===== config.mk =====
export PLATFORM = sky130hd
export DESIGN_NAME = ifft16_stream
export DESIGN_NICKNAME = d
export VERILOG_FILES = /design/src/rtl/ifft16_pkg.sv /design/src/rtl/ifft16_cmac.sv /design/src/rtl/ifft16_stream.sv
export SDC_FILE = /design/constraint.sdc
export NUM_CORES = 2
export LEC_CHECK = 0
export BUFFER_PORTS_ARGS = -buffer_cell sky130_fd_sc_hd__buf_2
export CORE_MARGIN = 10
export CORE_UTILIZATION = 30
export CTS_CLUSTER_DIAMETER = 120
export CTS_CLUSTER_SIZE = 16
export DETAILED_ROUTE_END_ITERATION = 8
export GPL_ROUTABILITY_DRIVEN = 1
export PLACE_DENSITY = 0.52
export SYNTH_ARGS = -nofsm -noshare
export SYNTH_HDL_FRONTEND = slang
export SYNTH_SLANG_ARGS = --single-unit

===== constraint.sdc =====
create_clock -name clk -period 15.8 [get_ports clk]
set_input_delay 1.58 -clock clk [delete_from_list [all_inputs] [get_ports clk]]
set_output_delay 1.58 -clock clk [all_outputs]
set_load 0.01 [all_outputs]

===== src/rtl/ifft16_pkg.sv =====
// Shared constants for the 16-point streaming inverse DFT: block geometry,
// controller state encoding and the Q2.14 twiddle ROM W[i] = exp(+j*2*pi*i/16).
package ifft16_pkg;

  localparam int N       = 16;
  localparam int LOG2N   = 4;
  localparam int TW_FRAC = 14;
  localparam int TW_W    = TW_FRAC + 2;

  typedef enum logic [1:0] {
    FILL = 2'd0,
    CALC = 2'd1,
    OUT  = 2'd2
  } state_t;

  // cos(2*pi*i/16) scaled by 2^14 and rounded to nearest
  localparam logic signed [TW_W-1:0] TW_RE [N] = '{
     16'sd16384,  16'sd15137,  16'sd11585,  16'sd6270,
     16'sd0,     -16'sd6270,  -16'sd11585, -16'sd15137,
    -16'sd16384, -16'sd15137, -16'sd11585, -16'sd6270,
     16'sd0,      16'sd6270,   16'sd11585,  16'sd15137
  };

  // sin(2*pi*i/16) scaled by 2^14 and rounded to nearest (positive exponent: inverse transform)
  localparam logic signed [TW_W-1:0] TW_IM [N] = '{
     16'sd0,      16'sd6270,   16'sd11585,  16'sd15137,
     16'sd16384,  16'sd15137,  16'sd11585,  16'sd6270,
     16'sd0,     -16'sd6270,  -16'sd11585, -16'sd15137,
    -16'sd16384, -16'sd15137, -16'sd11585, -16'sd6270
  };

endpackage


===== src/rtl/ifft16_cmac.sv =====
// Registered complex multiply-accumulate. When i_en is high the product
// x*w is added to the accumulator; i_clear restarts the sum from this product.
module ifft16_cmac #(
  parameter int DATA_WIDTH = 16,
  parameter int TW_W       = 16,
  parameter int ACC_W      = 2*DATA_WIDTH+6
) (
  input  logic                           clk,
  input  logic                           reset,
  input  logic                           i_en,
  input  logic                           i_clear,
  input  logic signed [DATA_WIDTH-1:0]   i_xr,
  input  logic signed [DATA_WIDTH-1:0]   i_xi,
  input  logic signed [TW_W-1:0]         i_wr,
  input  logic signed [TW_W-1:0]         i_wi,
  output logic signed [ACC_W-1:0]        o_accRe,
  output logic signed [ACC_W-1:0]        o_accIm
);

  localparam int PROD_W = DATA_WIDTH + TW_W;

  logic signed [PROD_W-1:0] w_rr;
  logic signed [PROD_W-1:0] w_ii;
  logic signed [PROD_W-1:0] w_ri;
  logic signed [PROD_W-1:0] w_ir;
  logic signed [ACC_W-1:0]  w_termRe;
  logic signed [ACC_W-1:0]  w_termIm;
  logic signed [ACC_W-1:0]  r_accRe;
  logic signed [ACC_W-1:0]  r_accIm;

  assign w_rr = i_xr * i_wr;
  assign w_ii = i_xi * i_wi;
  assign w_ri = i_xr * i_wi;
  assign w_ir = i_xi * i_wr;

  assign w_termRe = ACC_W'(w_rr) - ACC_W'(w_ii);
  assign w_termIm = ACC_W'(w_ri) + ACC_W'(w_ir);

  // Accumulate one complex product per enabled cycle, restarting on clear
  always_ff @(posedge clk or negedge reset) begin
    if (!reset) begin
      r_accRe <= '0;
      r_accIm <= '0;
    end else if (i_en) begin
      r_accRe <= (i_clear ? '0 : r_accRe) + w_termRe;
      r_accIm <= (i_clear ? '0 : r_accIm) + w_termIm;
    end
  end

  assign o_accRe = r_accRe;
  assign o_accIm = r_accIm;

endmodule


===== src/rtl/ifft16_stream.sv =====
// Block 16-point complex inverse DFT on an I/Q sample stream.
// Collects 16 samples, evaluates each bin with 16 sequential complex MACs,
// then presents the scaled and saturated bin on the output handshake.
// Optional macro IFFT16_ROUND_EN: round-half-up before the output shift
// instead of plain truncation.
module ifft16_stream
  import ifft16_pkg::*;
#(
  parameter int DATA_WIDTH = 16,
  parameter int CLIP_BITS  = 9
) (
  input  logic                         clk,
  input  logic                         reset,
  input  logic                         in_tvalid,
  input  logic                         in_tlast,
  output logic                         in_tready,
  input  logic signed [DATA_WIDTH-1:0] in_itdata,
  input  logic signed [DATA_WIDTH-1:0] in_qtdata,
  output logic                         out_tvalid,
  output logic                         out_tlast,
  input  logic                         out_tready,
  output logic signed [DATA_WIDTH-1:0] out_itdata,
  output logic signed [DATA_WIDTH-1:0] out_qtdata
);

  localparam int ACC_W = 2*DATA_WIDTH + 6;
  localparam int SHIFT = 9 + CLIP_BITS;
  localparam logic [LOG2N-1:0] LAST_IDX = LOG2N'(N-1);
  localparam logic signed [ACC_W-1:0] SAT_MAX = ACC_W'((2**(DATA_WIDTH-1)) - 1);
  localparam logic signed [ACC_W-1:0] SAT_MIN = ~SAT_MAX;
`ifdef IFFT16_ROUND_EN
  localparam logic signed [ACC_W-1:0] ROUND_ADD = ACC_W'(1) <<< (SHIFT-1);
`else
  localparam logic signed [ACC_W-1:0] ROUND_ADD = '0;
`endif

  state_t                        r_state;
  logic [LOG2N-1:0]              r_wrIdx;
  logic [LOG2N-1:0]              r_mIdx;
  logic [LOG2N-1:0]              r_k;
  logic                          r_inReady;
  logic                          r_outValid;
  logic                          r_outLast;
  logic signed [DATA_WIDTH-1:0]  r_outI;
  logic signed [DATA_WIDTH-1:0]  r_outQ;
  logic signed [DATA_WIDTH-1:0]  r_bufI [N];
  logic signed [DATA_WIDTH-1:0]  r_bufQ [N];

  logic                          w_inXfer;
  logic                          w_macEn;
  logic                          w_macClear;
  logic [LOG2N-1:0]              w_twIdx;
  logic signed [ACC_W-1:0]       w_accRe;
  logic signed [ACC_W-1:0]       w_accIm;
  logic signed [ACC_W-1:0]       w_sumRe;
  logic signed [ACC_W-1:0]       w_sumIm;
  logic signed [ACC_W-1:0]       w_shRe;
  logic signed [ACC_W-1:0]       w_shIm;
  logic                          w_unusedTlast;

  // Block boundaries come from the internal sample counter, so tlast is not needed
  assign w_unusedTlast = in_tlast;

  assign w_inXfer   = in_tvalid & r_inReady;
  assign w_macEn    = (r_state == CALC);
  assign w_macClear = (r_mIdx == '0);
  // (m*k) mod 16 falls out of keeping only the low four product bits
  assign w_twIdx    = r_mIdx * r_k;

  assign w_sumRe = w_accRe + ROUND_ADD;
  assign w_sumIm = w_accIm + ROUND_ADD;
  assign w_shRe  = w_sumRe >>> SHIFT;
  assign w_shIm  = w_sumIm >>> SHIFT;

  function automatic logic signed [DATA_WIDTH-1:0] saturate(input logic signed [ACC_W-1:0] v);
    if (v > SAT_MAX)
      saturate = SAT_MAX[DATA_WIDTH-1:0];
    else if (v < SAT_MIN)
      saturate = SAT_MIN[DATA_WIDTH-1:0];
    else
      saturate = v[DATA_WIDTH-1:0];
  endfunction

  ifft16_cmac #(
    .DATA_WIDTH (DATA_WIDTH),
    .TW_W       (TW_W),
    .ACC_W      (ACC_W)
  ) u_cmac (
    .clk     (clk),
    .reset   (reset),
    .i_en    (w_macEn),
    .i_clear (w_macClear),
    .i_xr    (r_bufI[r_mIdx]),
    .i_xi    (r_bufQ[r_mIdx]),
    .i_wr    (TW_RE[w_twIdx]),
    .i_wi    (TW_IM[w_twIdx]),
    .o_accRe (w_accRe),
    .o_accIm (w_accIm)
  );

  // Sample buffer written in arrival order while the block is filling
  always_ff @(posedge clk or negedge reset) begin
    if (!reset) begin
      for (int i = 0; i < N; i++) begin
        r_bufI[i] <= '0;
        r_bufQ[i] <= '0;
      end
    end else if (w_inXfer) begin
      r_bufI[r_wrIdx] <= in_itdata;
      r_bufQ[r_wrIdx] <= in_qtdata;
    end
  end

  // Block controller: fill 16 samples, then per bin 16 MAC cycles and one output slot
  always_ff @(posedge clk or negedge reset) begin
    if (!reset) begin
      r_state    <= FILL;
      r_wrIdx    <= '0;
      r_mIdx     <= '0;
      r_k        <= '0;
      r_inReady  <= 1'b0;
      r_outValid <= 1'b0;
      r_outLast  <= 1'b0;
      r_outI     <= '0;
      r_outQ     <= '0;
    end else begin
      case (r_state)
        FILL: begin
          r_inReady <= 1'b1;
          if (w_inXfer) begin
            r_wrIdx <= r_wrIdx + 1'b1;
            if (r_wrIdx == LAST_IDX) begin
              r_state   <= CALC;
              r_k       <= '0;
              r_mIdx    <= '0;
              r_inReady <= 1'b0;
            end
          end
        end
        CALC: begin
          r_mIdx <= r_mIdx + 1'b1;
          if (r_mIdx == LAST_IDX)
            r_state <= OUT;
        end
        OUT: begin
          if (!r_outValid) begin
            r_outValid <= 1'b1;
            r_outLast  <= (r_k == LAST_IDX);
            r_outI     <= saturate(w_shRe);
            r_outQ     <= saturate(w_shIm);
          end else if (out_tready) begin
            r_outValid <= 1'b0;
            r_outLast  <= 1'b0;
            if (r_k == LAST_IDX) begin
              r_state   <= FILL;
              r_k       <= '0;
              r_inReady <= 1'b1;
            end else begin
              r_k     <= r_k + 1'b1;
              r_state <= CALC;
            end
          end
        end
        default: begin
          r_state <= FILL;
        end
      endcase
    end
  end

  assign in_tready  = r_inReady;
  assign out_tvalid = r_outValid;
  assign out_tlast  = r_outLast;
  assign out_itdata = r_outI;
  assign out_qtdata = r_outQ;

endmodule


# Yosys cells after proc, flatten, opt, wreduce, memory -nomap -nowiden
# Memory sizes are Yosys's and may differ from the RTL's.
# Cells that the tools add are included.
totals:
  romBits: 512
  input_bits: 37
  n_memories: 2
  elab_cells: 138
  out_inout_bits: 35
  register_bits: 637
memory_table:
  columns: ["name", "words", "word_bits", "read_ports", "rd_ports_with_merged_regs", "write_ports", "line_no", "source"]
  rows:
  - ["(no name shown)", 16, 16, 1, 0, 0, "ifft16_stream.sv:96", ".i_wi (TW_IM[w_twIdx]),"]
  - ["(no name shown)", 16, 16, 1, 0, 0, "ifft16_stream.sv:95", ".i_wr (TW_RE[w_twIdx]),"]
op_classes:
  n_mul: 5
  order_cmp: 8
  n_reduce_logical: 12
  bitwise_logic: 5
  mux: 44
  n_addsub: 7
  eq_ne: 12
ops:
  columns: ["cell", "count"]
  rows:
  - ["$bwmux W256", 2]
  - ["$mux W16", 13]
  - ["$bmux W16 S4", 2]
  - ["$mul A16 B16 Y32", 4]
  - ["$add A38 B38 Y38", 2]
  - ["$mux W38", 2]
  - ["$demux W16 S4", 1]
  - ["$gt A20 B16 Y1 const B", 2]
  - ["$lt A20 B16 Y1 const B", 2]
  - ["$add A32 B32 Y33", 1]
  - ["$sub A32 B32 Y33", 1]
  - ["$mux W4", 5]
  - ["$pmux W4 S2", 2]
  - ["$ge A5 B5 Y1 const B", 3]
  - ["$not A4 Y5", 3]
  - ["$ne A2 B2 Y1 const B", 7]
  - ["$add A4 B1 Y4 const B", 3]
  - ["$eq A4 B4 Y1 const B", 3]
  - ["$mux W1", 10]
  - ["$mux W2", 5]
  - ["$reduce_and A5 Y1", 2]
  - ["$pmux W2 S3", 1]
  - ["$reduce_and A2 Y1", 3]
  - ["$lt A5 B1 Y1 const B", 1]
  - ["12 further kinds", 13]

# Logic depth before layout (Yosys ltp)
depth:
  word_depth: 8
  depth_mapped: 56
  mapped_depth_nobuf: 51

# By module
# From an unflattened synthesis, not the netlist that was laid out.
hier_totals:
  hier_cells: 6745
  area_unflattened_um2: 72821.1
modules_own_cells:
  columns: ["module", "cells_per_inst", "seq_area_each_um2", "area_per_inst_um2", "instances"]
  rows:
  - ["ifft16_cmac", 5102, 1901.8, 47277.8, 1]
  - ["ifft16_stream", 1643, 14038.5, 25543.2, 1]

# Worst setup path before layout
# OpenSTA, ideal clock, no wires.
synth_path:
  path_type: "reg2reg"
  startpoint: "register r_mIdx[0]"
  endpoint: "register u_cmac.r_accRe[37], in the netlist u_cmac.o_accRe[37]"
  t_required_ns: 15.672
  slack_ns: 3.463
  period_less_slack_ns: 12.337
  arrival_ns: 12.209
  stages_incl_launch_ff: 49
  n_path_buf: 6
  setup_ns: 0.128
  path_cell_list: "dfrtp_1 > buf_4 > buf_2 > buf_2 > clkbuf_1 > and2_1 > ha_1 > ha_1 > ha_1 > clkbuf_1 > buf_1 > mux2i_1 > nor2b_1 > a21oi_1 > nand2_1 > inv_1 > fa_1 > fa_1 > [13 not listed] > a211o_1 > o211ai_1 > nand4_1 > a31oi_1 > a21o_1 > a21oi_1 > xnor2_1 > ha_1 > and3_1 > and3_1 > nand2_1 > o221ai_1 > a31oi_1 > o31ai_1 > a31oi_1 > and3_1 > mux2i_1 > nand3_1"
synth_between:
  elab_chain_cells: 8
  elab_cells_between_ends: 21
  classes_between: "2 x add/sub; 3 x mul; 11 x mux; 2 x bitwise; 1 x reduce/logical; 2 x memory"
synth_rtl:
  columns: ["element", "line_no", "source"]
  rows:
  - ["start, declared", "ifft16_stream.sv:39", "logic [LOG2N-1:0] r_mIdx;"]
  - ["start signal, assigned", "ifft16_stream.sv:141", "r_mIdx <= r_mIdx + 1'b1;"]
  - ["$mul A4 B4 Y4", "ifft16_stream.sv:68", "assign w_twIdx = r_mIdx * r_k;"]
  - ["$not A4 Y5 (not written as such)", "ifft16_stream.sv:95, ifft16_stream.sv:96", null]
  - ["$mem_v2 Z16 W16, on equally long branches", null, null]
  - ["$mux W16, on equally long branches (2 in series)", "ifft16_stream.sv:95, ifft16_stream.sv:96", null]
  - ["$mul A16 B16 Y32, on equally long branches", "ifft16_cmac.sv:31, ifft16_cmac.sv:32", null]
  - ["$sub A32 B32 Y33", "ifft16_cmac.sv:36", "assign w_termRe = ACC_W'(w_rr) - ACC_W'(w_ii);"]
  - ["$add A38 B38 Y38 (*)", "ifft16_cmac.sv:45", "r_accRe <= (i_clear ? '0 : r_accRe) + w_termRe;"]
  - ["end signal, assigned", "ifft16_cmac.sv:45", null]
  - ["end, declared", "ifft16_cmac.sv:28", "logic signed [ACC_W-1:0] r_accRe;"]
# Mark *: on every way between the ends. The rest lies on a longest branch, timed or not. The select of a mux whose other input is x is not followed.
# A chain may end at the register's enable or synchronous reset.

# Worst setup path in the final report
layout_path:
  startpoint: "register r_mIdx[1]"
  endpoint: "register u_cmac.r_accRe[37], in the netlist u_cmac.o_accRe[37]"
# Same word-level chain as after synthesis.

==> run_results.csv <==
group,metric,value,unit
grt,antenna_found_initial,17,
cts,htreeDepth,2,
timing,fin_skew,0.0629,ns
floorplanning,die_w,506,microns
place,io_buffers,70,
job,max-cap-violations,0,
drt,drt-total-wl,202,mm
grt,grt_usage,15.8,%
drt,ant_nets,0,
outcome,outcome,"finished clean",
cts,cts_tree,"yes",
floorplanning,num_rows,178,
timing,worstMarginPinSlew,1.33,ns
synthesis,synth-seq-cells,637,
drt,drt-wirelength-per-cell,20.6,microns
cts,cts.hold.buffers_added,0,
synthesis,ys_seq_area_share,22.5,%
cts,cts.repair.resized,0,
timing,finalSetupTns,0,ns
timing,rsz0062_at_grt,"false",
timing,final_hold_viol_count,0,
cts,cts_setup_buffers,0,
cells_and_area,final_nets,8221,
timing,slew_headroom,11.7,%
cells_and_area,layout-drive-gt1-share,15.9,%
floorplanning,io_pins,72,
critical_path,cp-start-kind,"register",
synthesis,synth_edf_count,0,
floorplanning,die_height,506,microns
critical_path,arrival,14.52,ns
synthesis,synthArstFlopShare,100,%
cts,clock_latency,0.71,ns
floorplanning,core_area,235000,sq um
place,dp_hpwl,151,mm
synthesis,synthMuxAreaShare,13.4,%
synthesis,syn_inst,6668,
drt,vias,46500,
timing,fin_crit,13.97,ns
synthesis,synth_flop_cell,"dfrtp_1",
critical_path,worstSetupPathType,"register to register",
synthesis,synth.net_count,8270,
min_path,hold_path_class,"register to register",
grt,grt_overflow,0,
critical_path,crit_path_max_incr_delay,0.82,ns
timing,finalCritPeriodShare,88.4,%
cts,path_clk_slew,0.08,ns
critical_path,end_kind,"register",
synthesis,synth-simple-area-share,8.11,%
critical_path,crit_slowest_cell,"ha_1",
timing,drv_slew,0,
critical_path,crit_top_cell,"fa_1",
timing,setup_viol,0,
grt,grt_pass1_wl,313,mm
cts,clkSinkCount,637,
synthesis,synth_top_area_share,32.9,%
synthesis,synthAdderAreaFrac,39.9,%
synthesis,yosysWarnings,0,
synthesis,yosysTopAreaCell,"fa_1",
cts,cts-root-buf,"clkbuf_16",
critical_path,cp_max_fo,35,
floorplanning,die_area,256000,sq um
place,gp_congestion,0.899,
synthesis,synth.area.top_cells,"fa_1 33%, dfrtp_1 22%, mux2_2 8.7%",
timing,fmaxAchievable,71.6,MHz
synthesis,syn_area,70900,sq um
critical_path,cp.required,16.35,ns
grt,grt_max_degree,84,
drt,drt_first_iter_violations,3107,
drt,drt-vias-per-instance,4.76,
synthesis,synth-compound-area-share,5.11,%
synthesis,synth_most_common_cell,"inv_1",
synthesis,synth_xor_area_share,2.16,%
floorplanning,initial_core_util,30.2,%
synthesis,synth_commonest_cells,"1307 x inv_1, 1164 x fa_1, 637 x dfrtp_1",
synthesis,synth_top_family_by_area,"adder cells",
grt,grt_pass1_vias,50600,
drt,first_pass_iters,5,
cells_and_area,area_delta_synth_final,7.89,%
synthesis,synth.distinct_cells,81,
synthesis,syn_avg_cell_area,10.6,sq um
cts,cts.path.max_buffers,3,
drt,drcViolationCount,0,
timing,hold_ws,0.465,ns
cts,cts_buffers,47,
## registers in the layout, indices dropped and copies added, names as in the netlist
| signal | cells |
|---|---|
| u_cmac.o_accRe | 38 |
| out_tlast | 1 |
| u_cmac.o_accIm | 38 |
| r_state | 2 |
| out_qtdata | 16 |
| out_itdata | 16 |
| r_wrIdx | 4 |
| r_mIdx | 4 |
| out_tvalid | 1 |
| r_bufI | 256 |
| r_k | 4 |
| r_bufQ | 256 |
| in_tready | 1 |
## worst max-delay path: cells and delay by family (launching register included)
| family | cells | cell delay (ns) |
|---|---|---|
| adder cells (fa/ha/maj) | 13 | 6.12 |
| AO/OA/AOI/OAI | 11 | 2.77 |
| AND/OR/NAND/NOR | 11 | 2.66 |
| multiplexers | 2 | 0.83 |
| flip-flops | 1 | 0.79 |
| buffers and inverters | 5 | 0.48 |
| XOR/XNOR | 1 | 0.15 |
## layout by cell type (no fill, tap or decap), drive strengths merged, types with 95 or more instances in the layout
cell and instances:
fa 1164, a21oi 125, mux2 551, nand2 631
o21ai 210, inv 1366, dfrtp 637, ha 401
nor2 455, mux4 128, xnor2 115, buf 187
and2 95
## cell type report
type	count	area [sq um]
Fill cell	24200	159000
Multi-Input combinational cell	4384	48900
Sequential cell	637	16000
Inverter	1362	5110
Tap cell	3150	3940
Timing Repair Buffer	187	1250
Clock buffer	49	1180
Clock inverter	7	113
Antenna cell	4	10.0
## kinds of logic after synthesis
family	count (synthesis)
xor+xnor	167
compound gates	576
mux	722
flops	637
fa+ha+maj	1565
buf+inv	1647
simple gates	1354
## worst paths after layout
check	startpoint	endpoint	slack [ns]	depth (start not counted)
setup / recovery	r_mIdx[1]	u_cmac.o_accRe[37]	1.83	43
hold / removal	out_qtdata[8]	out_qtdata[8]	0.46	2
setup reg to reg	r_mIdx[1]	u_cmac.o_accRe[37]	1.83	43
hold reg to reg	out_qtdata[8]	out_qtdata[8]	0.46	2
max in group asynchronous	reset	r_bufQ[79]	11.50	4
min in group asynchronous	reset	out_qtdata[3]	0.81	1
## per-layer routing
layer  track usage [%]  routed length (microns)
met1              21.4                    88000
met2              25.6                    93100
met4              3.97                     6110
met5            0.0740                      190
met3              3.52                    14300
## through the flow
step | cells | area [sq um] | setup WS [ns] | util, %
floorplan | 6668 | 70900 | 3.46 | -
global placement | 9720 | 75200 | 2.01 | 32.0
detailed placement | 9720 | 75200 | 1.89 | 32.0
CTS | 9776 | 76500 | 1.87 | 32.5
global route | 9776 | 76500 | 1.03 | 32.5
finish | 9780 | 76500 | 1.83 | 32.5
Power is left out: the tool's default activity adds up to more than one toggle a clock period on the data nets, which glitch-free logic cannot reach.
